[src/rtl/top_bus_pkg.sv]
// Shared FSM encoding and default read-window address bit for the microcontroller bus bridge.
package top_bus_pkg;

  typedef enum logic [1:0] {
    IDLE   = 2'd0,
    WR_ACT = 2'd1,
    RD_REQ = 2'd2,
    RD_CAP = 2'd3
  } state_t;

  localparam int WINDOW_BIT_DEF = 4;

endpackage

[src/rtl/top_sync.sv]
// Width/depth parameterised synchronizer flop chain with a configurable reset value.
// Latency DEPTH clk cycles; no backpressure, samples every cycle.
module top_sync #(
  parameter int             W       = 1,
  parameter int             DEPTH   = 2,
  parameter logic [W-1:0]   RST_VAL = '0
) (
  input  logic         clk,
  input  logic         rst_n,
  input  logic [W-1:0] d,
  output logic [W-1:0] q
);

  logic [DEPTH-1:0][W-1:0] chain_q;
  logic [DEPTH-1:0][W-1:0] chain_d;

  always_comb begin
    chain_d = {chain_q[DEPTH-2:0], d};
  end

  always_ff @(posedge clk or negedge rst_n) begin
    if (!rst_n) chain_q <= {DEPTH{RST_VAL}};
    else        chain_q <= chain_d;
  end

  assign q = chain_q[DEPTH-1];

endmodule

[src/rtl/top_bus_if.sv]
// Asynchronous microcontroller bus to synchronous chip-logic bridge (ale/write/read strobes).
// Strobes appear SYNC_STAGES cycles after a raw edge; read data drives the bus SYNC_STAGES+2 cycles after read falls.
module top_bus_if
  import top_bus_pkg::*;
#(
  parameter int SYNC_STAGES = 2,
  parameter int WINDOW_BIT  = WINDOW_BIT_DEF
) (
  input  logic       osc,
  input  logic       rst_n,
  input  logic       ale,
  input  logic       write,
  input  logic       read,
  input  logic [7:0] data_in,
  output logic [7:0] data_out,
  output logic       data_oe,
  output logic [7:0] addr,
  output logic       wr_stb,
  output logic [7:0] wr_data,
  output logic       rd_stb,
  input  logic [7:0] rd_data,
  output logic       bus_err
);

  logic [2:0] ctl_s;
  logic [7:0] data_s;

  top_sync #(.W(3), .DEPTH(SYNC_STAGES), .RST_VAL(3'b111)) u_ctl_sync (
    .clk(osc), .rst_n(rst_n), .d({ale, write, read}), .q(ctl_s)
  );

  top_sync #(.W(8), .DEPTH(SYNC_STAGES), .RST_VAL(8'h00)) u_data_sync (
    .clk(osc), .rst_n(rst_n), .d(data_in), .q(data_s)
  );

  state_t     state_q, state_d;
  logic [2:0] ctl_p_q, ctl_p_d;
  logic [7:0] addr_q, addr_d;
  logic [7:0] wr_data_q, wr_data_d;
  logic [7:0] data_out_q, data_out_d;
  logic       bus_err_q, bus_err_d;
  logic       hold_q, hold_d;
  logic [2:0] init_cnt_q, init_cnt_d;

  logic ale_s, wr_s, rd_s;
  logic ale_fall, ale_edge, wr_fall, wr_rise, rd_fall;
  logic init_done;

  assign ale_s     = ctl_s[2];
  assign wr_s      = ctl_s[1];
  assign rd_s      = ctl_s[0];
  assign ale_fall  = ~ale_s & ctl_p_q[2];
  assign ale_edge  = ale_s ^ ctl_p_q[2];
  assign wr_fall   = ~wr_s & ctl_p_q[1];
  assign wr_rise   = wr_s & ~ctl_p_q[1];
  assign rd_fall   = ~rd_s & ctl_p_q[0];
  assign init_done = (init_cnt_q == 3'(SYNC_STAGES));

  always_ff @(posedge osc or negedge rst_n) begin
    if (!rst_n) begin
      state_q    <= IDLE;
      ctl_p_q    <= 3'b111;
      addr_q     <= 8'h00;
      wr_data_q  <= 8'h00;
      data_out_q <= 8'h00;
      bus_err_q  <= 1'b0;
      hold_q     <= 1'b1;
      init_cnt_q <= 3'd0;
    end else begin
      state_q    <= state_d;
      ctl_p_q    <= ctl_p_d;
      addr_q     <= addr_d;
      wr_data_q  <= wr_data_d;
      data_out_q <= data_out_d;
      bus_err_q  <= bus_err_d;
      hold_q     <= hold_d;
      init_cnt_q <= init_cnt_d;
    end
  end

  // hold_q blocks all edges until the chains have flushed reset values and both strobes are seen high.
  always_comb begin
    state_d    = state_q;
    ctl_p_d    = ctl_s;
    addr_d     = addr_q;
    wr_data_d  = wr_data_q;
    data_out_d = data_out_q;
    bus_err_d  = bus_err_q;
    hold_d     = hold_q;
    init_cnt_d = init_done ? init_cnt_q : init_cnt_q + 3'd1;

    if (hold_q) begin
      state_d = IDLE;
      if (init_done && wr_s && rd_s) hold_d = 1'b0;
    end else begin
      if (state_q != IDLE && ale_edge) bus_err_d = 1'b1;
      case (state_q)
        IDLE: begin
          if (ale_fall) addr_d = data_s;
          if (!wr_s && !rd_s) begin
            bus_err_d = 1'b1;
            hold_d    = 1'b1;
          end else if (wr_fall) begin
            state_d = WR_ACT;
          end else if (rd_fall) begin
            state_d = RD_REQ;
          end
        end
        WR_ACT: begin
          if (rd_fall) begin
            bus_err_d = 1'b1;
            hold_d    = 1'b1;
            state_d   = IDLE;
          end else if (wr_rise) begin
            wr_data_d = data_s;
            state_d   = IDLE;
          end
        end
        RD_REQ: begin
          if (wr_fall) begin
            bus_err_d = 1'b1;
            hold_d    = 1'b1;
            state_d   = IDLE;
          end else begin
            data_out_d = rd_data;
            state_d    = RD_CAP;
          end
        end
        RD_CAP: begin
          if (wr_fall) begin
            bus_err_d = 1'b1;
            hold_d    = 1'b1;
            state_d   = IDLE;
          end else if (rd_s) begin
            state_d = IDLE;
          end
        end
        default: state_d = IDLE;
      endcase
    end
  end

  // Strobes are decoded from the current state, so wr_stb and rd_stb cannot coincide.
  always_comb begin
    wr_stb  = ~hold_q & (state_q == WR_ACT) & wr_rise & ~rd_fall;
    rd_stb  = ~hold_q & (state_q == IDLE) & rd_fall & wr_s;
    wr_data = wr_stb ? data_s : wr_data_q;
    data_oe = ~read & addr_q[WINDOW_BIT] & (state_q == RD_CAP);
  end

  assign addr     = addr_q;
  assign data_out = data_out_q;
  assign bus_err  = bus_err_q;

endmodule

[config.mk]
export PLATFORM = sky130hd
export DESIGN_NAME = top_bus_if
export DESIGN_NICKNAME = d
export VERILOG_FILES = /design/src/rtl/top_bus_pkg.sv /design/src/rtl/top_sync.sv /design/src/rtl/top_bus_if.sv
export SDC_FILE = /design/constraint.sdc
export NUM_CORES = 1
export LEC_CHECK = 0
export ABC_AREA = 1
export ABC_CLOCK_PERIOD_IN_PS = 3600
export BUFFER_PORTS_ARGS = -buffer_cell sky130_fd_sc_hd__buf_2
export CAP_MARGIN = 20
export CORE_ASPECT_RATIO = 0.75
export CORE_MARGIN = 2
export CORE_UTILIZATION = 45
export CTS_BUF_LIST = sky130_fd_sc_hd__clkbuf_2 sky130_fd_sc_hd__clkbuf_4 sky130_fd_sc_hd__clkbuf_8
export CTS_CLUSTER_DIAMETER = 150
export DETAILED_ROUTE_END_ITERATION = 6
export MAX_ROUTING_LAYER = met4
export PLACE_DENSITY = 0.68
export SLEW_MARGIN = 20
export SYNTH_ARGS = -nofsm -noshare
export SYNTH_HDL_FRONTEND = slang
export SYNTH_SLANG_ARGS = --single-unit
[constraint.sdc]
create_clock -name osc -period 3.6 [get_ports osc]
set_clock_uncertainty 0.1 [all_clocks]
set_input_delay 0.36 -clock osc [delete_from_list [all_inputs] [get_ports osc]]
set_output_delay 0.36 -clock osc [all_outputs]
set_load 0.02 [all_outputs]
### After elaboration in Yosys (flattened, before gate mapping)

Cells that the tools add are included.

| word-level totals | value |
|---|---|
| ROM bits | 0 |
| input bits | 21 |
| logic and storage cells | 77 |
| memories | 0 |
| memory bits (writable) | 0 |
| register bits after elaboration | 56 |
| bits in latches | 0 |

| cells by class | value |
|---|---|
| multiply operators | 0 |
| magnitude comparators | 0 |
| div/mod/pow operators | 0 |
| bitwise logic cells | 21 |
| shifts and indexed selects | 0 |
| reductions and logical operators | 13 |
| equality and inequality tests | 8 |
| add/subtract/negate cells | 1 |
| multiplexer cells | 22 |

Operator list:

| cell | count |
|---|---|
| two-way mux 2 bit | 9 |
| bitwise AND 1 bit | 12 |
| two-way mux 1 bit | 9 |
| two-way mux 8 bit | 1 |
| != test 4 bit (second input constant) | 2 |
| NOT 1 bit | 8 |
| case mux 2 bit (4 select lines) | 1 |
| AND reduction 4 bit | 2 |
| case mux 1 bit (3 select lines) | 2 |
| AND reduction 3 bit | 2 |
| equality test 2 bit (second input constant) | 2 |
| logical AND 1 bit | 4 |
| != test 4 x 3 -> 1 bit (second input constant) | 1 |
| adder 3 x 1 -> 3 bit (second input constant) | 1 |
| equality test 3 x 2 -> 1 bit (second input constant) | 1 |
| != test 3 bit (second input constant) | 1 |
| equality test 2 x 1 -> 1 bit (second input constant) | 1 |
| logical NOT 1 bit | 2 |
| logical NOT 2 bit | 1 |
| nonzero test 2 bit | 1 |
| OR reduction 2 bit | 1 |
| XOR 1 bit | 1 |

### Depth between registers and ports, before layout

Gate-level depths: netlist (run 1).

| logic depth | value |
|---|---|
| depth after elaboration | 7 |
| gate-level depth with buffers | 8 |
| mapped depth without buffers | 8 |

### Modules after synthesis

From an unflattened synthesis (run 1), not the netlist that was laid out.

| second synthesis, totals | value |
|---|---|
| cell total of the unflattened synthesis | 211 |
| area, all modules | 2,244.7 µm² |

Modules (own cells, without submodules):

| module | times used | cells an instance | area each (µm²) |
|---|---|---|---|
| top_bus_if | 1 | 189 | 1,686.6 |
| top_sync (u_data_sync) | 1 | 16 | 400.4 |
| top_sync (u_ctl_sync) | 1 | 6 | 157.7 |

### Worst setup path after synthesis (run 1)

No wires, ideal clock.

| timing | value |
|---|---|
| path type | reg2out |
| start point | reg state_q[1] |
| end point | out rd_stb |
| stages on the path, launching flop included | 5 |
| data required time | 3.140 ns |
| arrival time | 1.393 ns |
| path slack | 1.747 ns |
| cell sequence | dfrtp_1 > buf_6 > nor2_1 > inv_1 > nor4_1 |

| on the way | value |
|---|---|
| cells in the longest elaborated chain, start to end | 4 |

RTL lines:

| what | line | source |
|---|---|---|
| from (decl) | top_bus_if.sv:36 | `state_t state_q, state_d;` |
| from (signal assigned) | top_bus_if.sv:70 | `state_q <= state_d;` |
| logical NOT 2 bit | top_bus_if.sv:146 | `rd_stb = ~hold_q & (state_q == IDLE) & rd_fall & wr_s;` |
| bitwise AND 1 bit (3 in series) | top_bus_if.sv:146 |  |
| to (decl) | top_bus_if.sv:20 | `output logic rd_stb,` |

Every way passes these cells.

### Worst setup path after layout (run 1)

| timing | value |
|---|---|
| start point | reg state_q[1] |
| end point | out wr_data[2] |

| on the way | value |
|---|---|
| cells in the longest elaborated chain, start to end | 5 |

RTL lines:

| what | line | source |
|---|---|---|
| equality test 2 x 1 -> 1 bit | top_bus_if.sv:145 | `wr_stb = ~hold_q & (state_q == WR_ACT) & wr_rise & ~rd_fall;` |
| bitwise AND 1 bit (3 in series) | top_bus_if.sv:145 |  |
| two-way mux 8 bit | top_bus_if.sv:147 | `wr_data = wr_stb ? data_s : wr_data_q;` |
| to (decl) | top_bus_if.sv:19 | `output logic [7:0] wr_data,` |

Every way passes these cells.

==> impl_results.md, run 1 <==
- Status: completed
- Synthesis-to-finish area growth: 16.5%
- Core Footprint: a little under 0.005 mm2
- Std cell rows: 22
- Clock-pin slew on the worst setup and hold paths: about 0.10 ns
- Vias: 1,514
- Synthesized netlist cell count: 208
- Cell count after placement: about 310
- DR vias/cell: 4.75
- Layout cells sized above 1: 37.1%
- Critical path startpoint category: register
- Drc violations: 0
- Global route overflow: 0
- Fin cells: 319
- GP Congestion: 0.841
- Clock Latency Late Sink: 0.31 ns
- R2r endpoint: wr_data_q[2]
- Pint: 1.27 mW
- Detail Route Antenna Nets: 0
- R2R depth: 6
- CP endpoint: wr_data[2]
- CTS Buf Count: 5
- Post-Syn Area per Cell: ~11 um2
- Largest net degree at the start of global routing: 42
- Root Driver: clkbuf_8
- Clk pwr share: just over 20%
- Synth area leader: dfrtp_1
- Final Slew Violations: 0
- Port Buffers: 48
- Antenna diode count: 0
- Crit path from: state_q[1]
- Comb pwr share: 34.9%
- Sequential-to-total area share from yosys stat: 62.1%
- Sequential Power Share: between 40% and 50%
- Fill count: 454
- TritonCTS clock tree: yes
- Final Hold Fails: 0
- Ys flop type: dfrtp_1
- Synth Register Bits: 56
- Mapped Nets: 232
- WHS: 0.0406 ns
- Number of antenna violations at the first check in global routing: 0
- Worst slew margin: 41.7%
- Final setup viols: 0
- DRT Pass-1 Iters: 4
- Initial DRC count: 63
- Final WL: 3900 um
- Nets@finish: 282
- Worst hold start: ale
- FFs w/ async S/R, synth: 100%
- HPWL after detailed placement: 2710 um
- I/O pin count: slightly below 50
- Post-synth top area share: 50.6%
- Max VDD drop: 0.370 mV
- Die area: 0.00565 mm2
- Post-synthesis instance area: around 0.0023 mm2
- Die Height: 65.6 um
- Worst slew pin tran: 0.874 ns
- Psw: just under 800 uW
- Vias in the first global route: around 1,400
- Dpl cell area: 0.00254 mm2
- Final min period: 2.71 ns
- Worst setup margin: between 0.8 and 0.9 ns
- Synth area leaders: dfrtp_1 (51%), dfstp_2 (12%), nand2_1 (7.9%)
- Worst EP arrival: 2.25 ns
- Fin Setup TNS: 0 ns
- Worst EP required: around 3.1 ns
- Final Cycle Share: ~75%
- Max Fclk: 0.369 GHz
- Synth unique cells: 26
- Buffer count from post-CTS setup fixing: 0
- Pre-CTS setup slack: 1.20 ns
- Chip width: 86.1 um
- Unrepaired setup endpoints after global routing: no
- Hold Crit Class: input pin to register
- Total GRT Usage: between 10% and 20%
- Hold Buf Count CTS: 0
- Clock Sinks: 56
- Sw frac: 38.2%
- Drt wl/cell: roughly 12 um
- Clock Path Buffers: 2
- CP endpoint kind: primary output
- Max cap viols: 0
- Critical Path Fanout Max: 25
- FF/Latch Area: around 0.0014 mm2
- Starting Density: 46.7%
- Final Instance Area: 0.00265 mm2
- Multi-input logic area: 709 um2
- H-tree depth: 2
- Global-route wire length before repair: 6580 um
- Pwr/cell area: 774 mW/mm2
- YS warnings: 0
- Post-synth EDFFs: 0
- R2r startpoint: state_q[1]
- Leakage: about 1.4 nW
- R2r setup slk: about 1.6 ns
- Post-CTS Resized: 0
- CP Class: register to primary output
[metrics by stage]
stage | utilization, % | total power [mW]
after CTS | 54.4 | 2.08
after floorplan | - | 1.46
after global routing | 54.4 | 2.19
final | 54.4 | 2.05
after global placement | 52.1 | 1.64
after detailed placement | 52.1 | 1.65
[per-layer routing]
layer / vias to the layer above / global-route usage (%) / part of all wire (%)
li1: 761 / - / -
met1: 717 / 21.3 / 48
met2: 31 / 23.1 / 47
met3: 5 / 3.89 / 4.7
met4: 0 / 4.76 / 1.1
met5: - / - / 0
[cell usage after synthesis, types with 2 or more instances]
master	instances
nand2_1	48
dfrtp_1	46
inv_1	21
nand3_1	16
o21ai_2	16
nor2_1	11
dfstp_2	10
o21ai_1	6
buf_6	5
nand2_4	5
ha_1	3
nand4_1	3
o21ai_0	3
a21oi_1	2
nor2_2	2
[layout by cell type (no fill, tap or decap), types with 2 or more instances in the layout]
master / instances
a21oi_1: 2
buf_2: 48
clkbuf_8: 5
dfrtp_1: 46
dfstp_2: 10
ha_1: 3
inv_1: 21
nand2_1: 48
nand2_4: 5
nand3_1: 16
nand4_1: 3
nor2_1: 11
nor2_2: 2
o21ai_0: 3
o21ai_1: 6
o21ai_2: 16
[area by class of cell]
| type | count | share of cell area (%) |
|---|---|---|
| Sequential cell | 56 | 53.3 |
| Clock inverter | 2 | 1.46 |
| Timing Repair Buffer | 49 | 9.34 |
| Inverter | 23 | 3.44 |
| Tap cell | 60 | 2.83 |
| Multi-Input combinational cell | 123 | 26.7 |
| Clock buffer | 6 | 2.88 |
[power by group through the flow]
| stage | Clock, mW | Sequential (mW) | Combinational (mW) |
|---|---|---|---|
| floorplan | 0 | 0.989 | 0.466 |
| global placement | 0 | 0.926 | 0.710 |
| detailed placement | 0 | 0.926 | 0.726 |
| CTS | 0.429 | 0.918 | 0.730 |
| global route | 0.451 | 0.941 | 0.794 |
| finish | 0.419 | 0.918 | 0.718 |
[registers in the layout, summed over array words and instances, names as in the netlist]
| name | count |
|---|---|
| addr | 8 |
| bus_err | 1 |
| ctl_p_q | 3 |
| data_out | 8 |
| hold_q | 1 |
| init_cnt_q | 3 |
| state_q | 2 |
| u_ctl_sync.chain_d | 3 |
| u_ctl_sync.q | 3 |
| u_data_sync.chain_d | 8 |
| u_data_sync.q | 8 |
| wr_data_q | 8 |
[cell families after synthesis]
group | Yosys count | synth area share [%]
flops | 56 | 62.1
compound gates | 27 | 8.58
buf+inv | 29 | 6.71
xor+xnor | 2 | 0.770
fa+ha+maj | 3 | 1.65
simple gates | 91 | 20.2
[how the worst min path moves through the flow]
| stage | end | slack, ns | cells after the start |
|---|---|---|---|
| after floorplan | addr[0] | -0.04 | 0 |
| after global placement | u_data_sync.q[1] | 0.23 | 0 |
| after detailed placement | u_data_sync.q[5] | 0.24 | 0 |
| after CTS | u_ctl_sync.chain_d[5] | 0.03 | 1 |
| after global routing | u_ctl_sync.chain_d[5] | 0.03 | 1 |
| final | u_ctl_sync.chain_d[5] | 0.04 | 1 |
[critical path, stage by stage, from the launching register on]
cell and delay, ns:
dfrtp_1 0.61, clkinv_4 0.14, nand2_4 0.05, nor2_4 0.14
nand4_4 0.44, nand2_1 0.30, o21ai_2 0.08, buf_2 0.17
(Power assumes the default switching activity.)
==> run 2, diff against run 1 <==
--- a/config.mk
+++ b/config.mk
@@ -6,7 +6,7 @@
 export NUM_CORES = 1
 export LEC_CHECK = 0
 export ABC_AREA = 1
-export ABC_CLOCK_PERIOD_IN_PS = 3600
+export ABC_CLOCK_PERIOD_IN_PS = 2800
 export BUFFER_PORTS_ARGS = -buffer_cell sky130_fd_sc_hd__buf_2
 export CAP_MARGIN = 20
 export CORE_ASPECT_RATIO = 0.75
==> constraint.sdc (replaced) <==
create_clock -name osc -period 2.8 [get_ports osc]
set_clock_uncertainty 0.1 [all_clocks]
set_input_delay 0.28 -clock osc [delete_from_list [all_inputs] [get_ports osc]]
set_output_delay 0.28 -clock osc [all_outputs]
set_load 0.02 [all_outputs]
==> impl_results.md, run 2 (synthesis results as in run 1) <==
- Nets@finish: a little under 300
- Clock Latency Late Sink: roughly 0.3 ns
- Detail Route Antenna Nets: 0
- Die area: between 0.005 and 0.006 mm2
- HPWL after detailed placement: 2730 um
- Fin cells: 332
- Final Hold Fails: 0
- Initial DRC count: 114
- Routed met1 length: 1830 um
- CTS Buf Count: 5
- DRT Pass-1 Iters: 4
- Final Total Pwr: 2.56 mW
- Max Fclk: 0.402 GHz
- Vias in the first global route: 1,453
- Clock Path Buffers: 2
- Total length of routed met3 wires: 221 um
- Critical Path Fanout Max: 25
- Max Used Layer: met4
- Buffer count from post-CTS setup fixing: 0
- Worst slew pin tran: 0.554 ns
- Number of antenna violations at the first check in global routing: 0
- I/O pin count: between 40 and 50
- Die Height: between 60 and 70 um
- Hold path cells: 3
- Port Buffers: 48
- Std cell rows: 22
- Max VDD drop: about 0.55 mV
- Hold Crit Class: input pin to register
- Antenna diode count: 0
- Status: completed
- Largest net degree at the start of global routing: 42
- Met2 routed WL: 1820 um
- CP endpoint kind: primary output
- Drt wl/cell: approximately 12 um
- Final setup viols: 0
- Critical path startpoint category: register
- Clock Sinks: 56
- Core Footprint: 0.00487 mm2
- Worst EP required: 2.42 ns
- Worst EP arrival: 2.11 ns
- Fin Setup TNS: 0 ns
- Post-CTS Resized: 0
- DR vias/cell: 4.72
- TritonCTS clock tree: yes
- Hold Buf Count CTS: 12
- Final min period: between 2 and 2.5 ns
- Starting Density: 46.7%
- Global route overflow: 0
- Leakage: 1.42 nW
- Global-route wire length before repair: 6610 um
- Layout cells sized above 1: 35.7%
- Dpl cell area: 0.00254 mm2
- Final Instance Area: approximately 0.0028 mm2
- Worst slew margin: 63.0%
- Root Driver: clkbuf_8
- Pwr/cell area: a little over 900 mW/mm2
- Drc violations: 0
- Unrepaired setup endpoints after global routing: no
- CP max stage delay: 0.60 ns
- Slowest cell on the critical path: dfrtp_1
- Vias: roughly 1,600
- Synthesis-to-finish area growth: 21.1%
- Max cap viols: 0
- H-tree depth: 2
- Cell count after placement: 312
- Clock-pin slew on the worst setup and hold paths: about 0.10 ns
- Final Slew Violations: 0
- Final WL: 3910 um
- Total GRT Usage: between 15 and 20%
- GP Congestion: 0.840
- Final Cycle Share: 88.9%
- Commonest non-fill, non-tap cells in the layout: nand2_1 (48), buf_2 (48), dfrtp_1 (46), inv_1 (21)
- CP Class: register to primary output
- R2R depth: 5
- Cell-by-cell trace of the critical path: nand2_4 > nor2_4 > nand4_4 > nand2_1 > o21ai_2 > buf_2
- Chip width: 86.1 um
[run 2: per-stage QoR]
step,setup slack [ns],utilization [%],hold slack [ns]
after floorplan,1.03,-,-0.116
after CTS,0.291,56.5,0.0961
after global placement,0.728,52.2,0.108
after global routing,0.152,56.5,0.0902
final,0.310,56.5,0.102
after detailed placement,0.652,52.2,0.122
[run 2: path summary, 6_finish.rpt]
kind,startpoint,to,slack (ns)
max,state_q[0],wr_data[7],0.31
min,rd_data[7],data_out[7],0.10
max reg2reg,state_q[0],wr_data_q[3],0.94
min reg2reg,u_data_sync.chain_d[10],u_data_sync.q[2],0.26
max in group asynchronous,rst_n,ctl_p_q[1],1.46
min in group asynchronous,rst_n,data_out[4],0.31
[run 2: cell type report]
type	count	area (um2)
inverters	23	91.3
repair buffers	62	375
flip-flops and latches	56	1410
clock buffers	5	68.8
well taps	60	75.1
clock inverters	3	21.3
fillers	445	2120
multi-input cells	123	709
[run 2: critical path: cells and delay by family, from the launching register on]
| family | cells | cell delay (ns) |
|---|---|---|
| and+or+nand+nor | 4 | 0.96 |
| DFF | 1 | 0.60 |
| buffers and inverters | 1 | 0.17 |
| AOI/OAI and AO/OA | 1 | 0.08 |
[run 2: power by group]
group          internal, mW  total [mW]  switching, mW
sequential             1.02        1.15          0.128
clock                 0.178       0.435          0.257
combinational         0.349       0.978          0.629
total                  1.55        2.56           1.01
[run 2: per-layer routing]
| metal | track usage [%] | vias up |
|---|---|---|
| li1 | - | 793 |
| met1 | 20.7 | 723 |
| met2 | 24.0 | 46 |
| met3 | 3.77 | 5 |
| met4 | 5.36 | 0 |
| met5 | - | - |
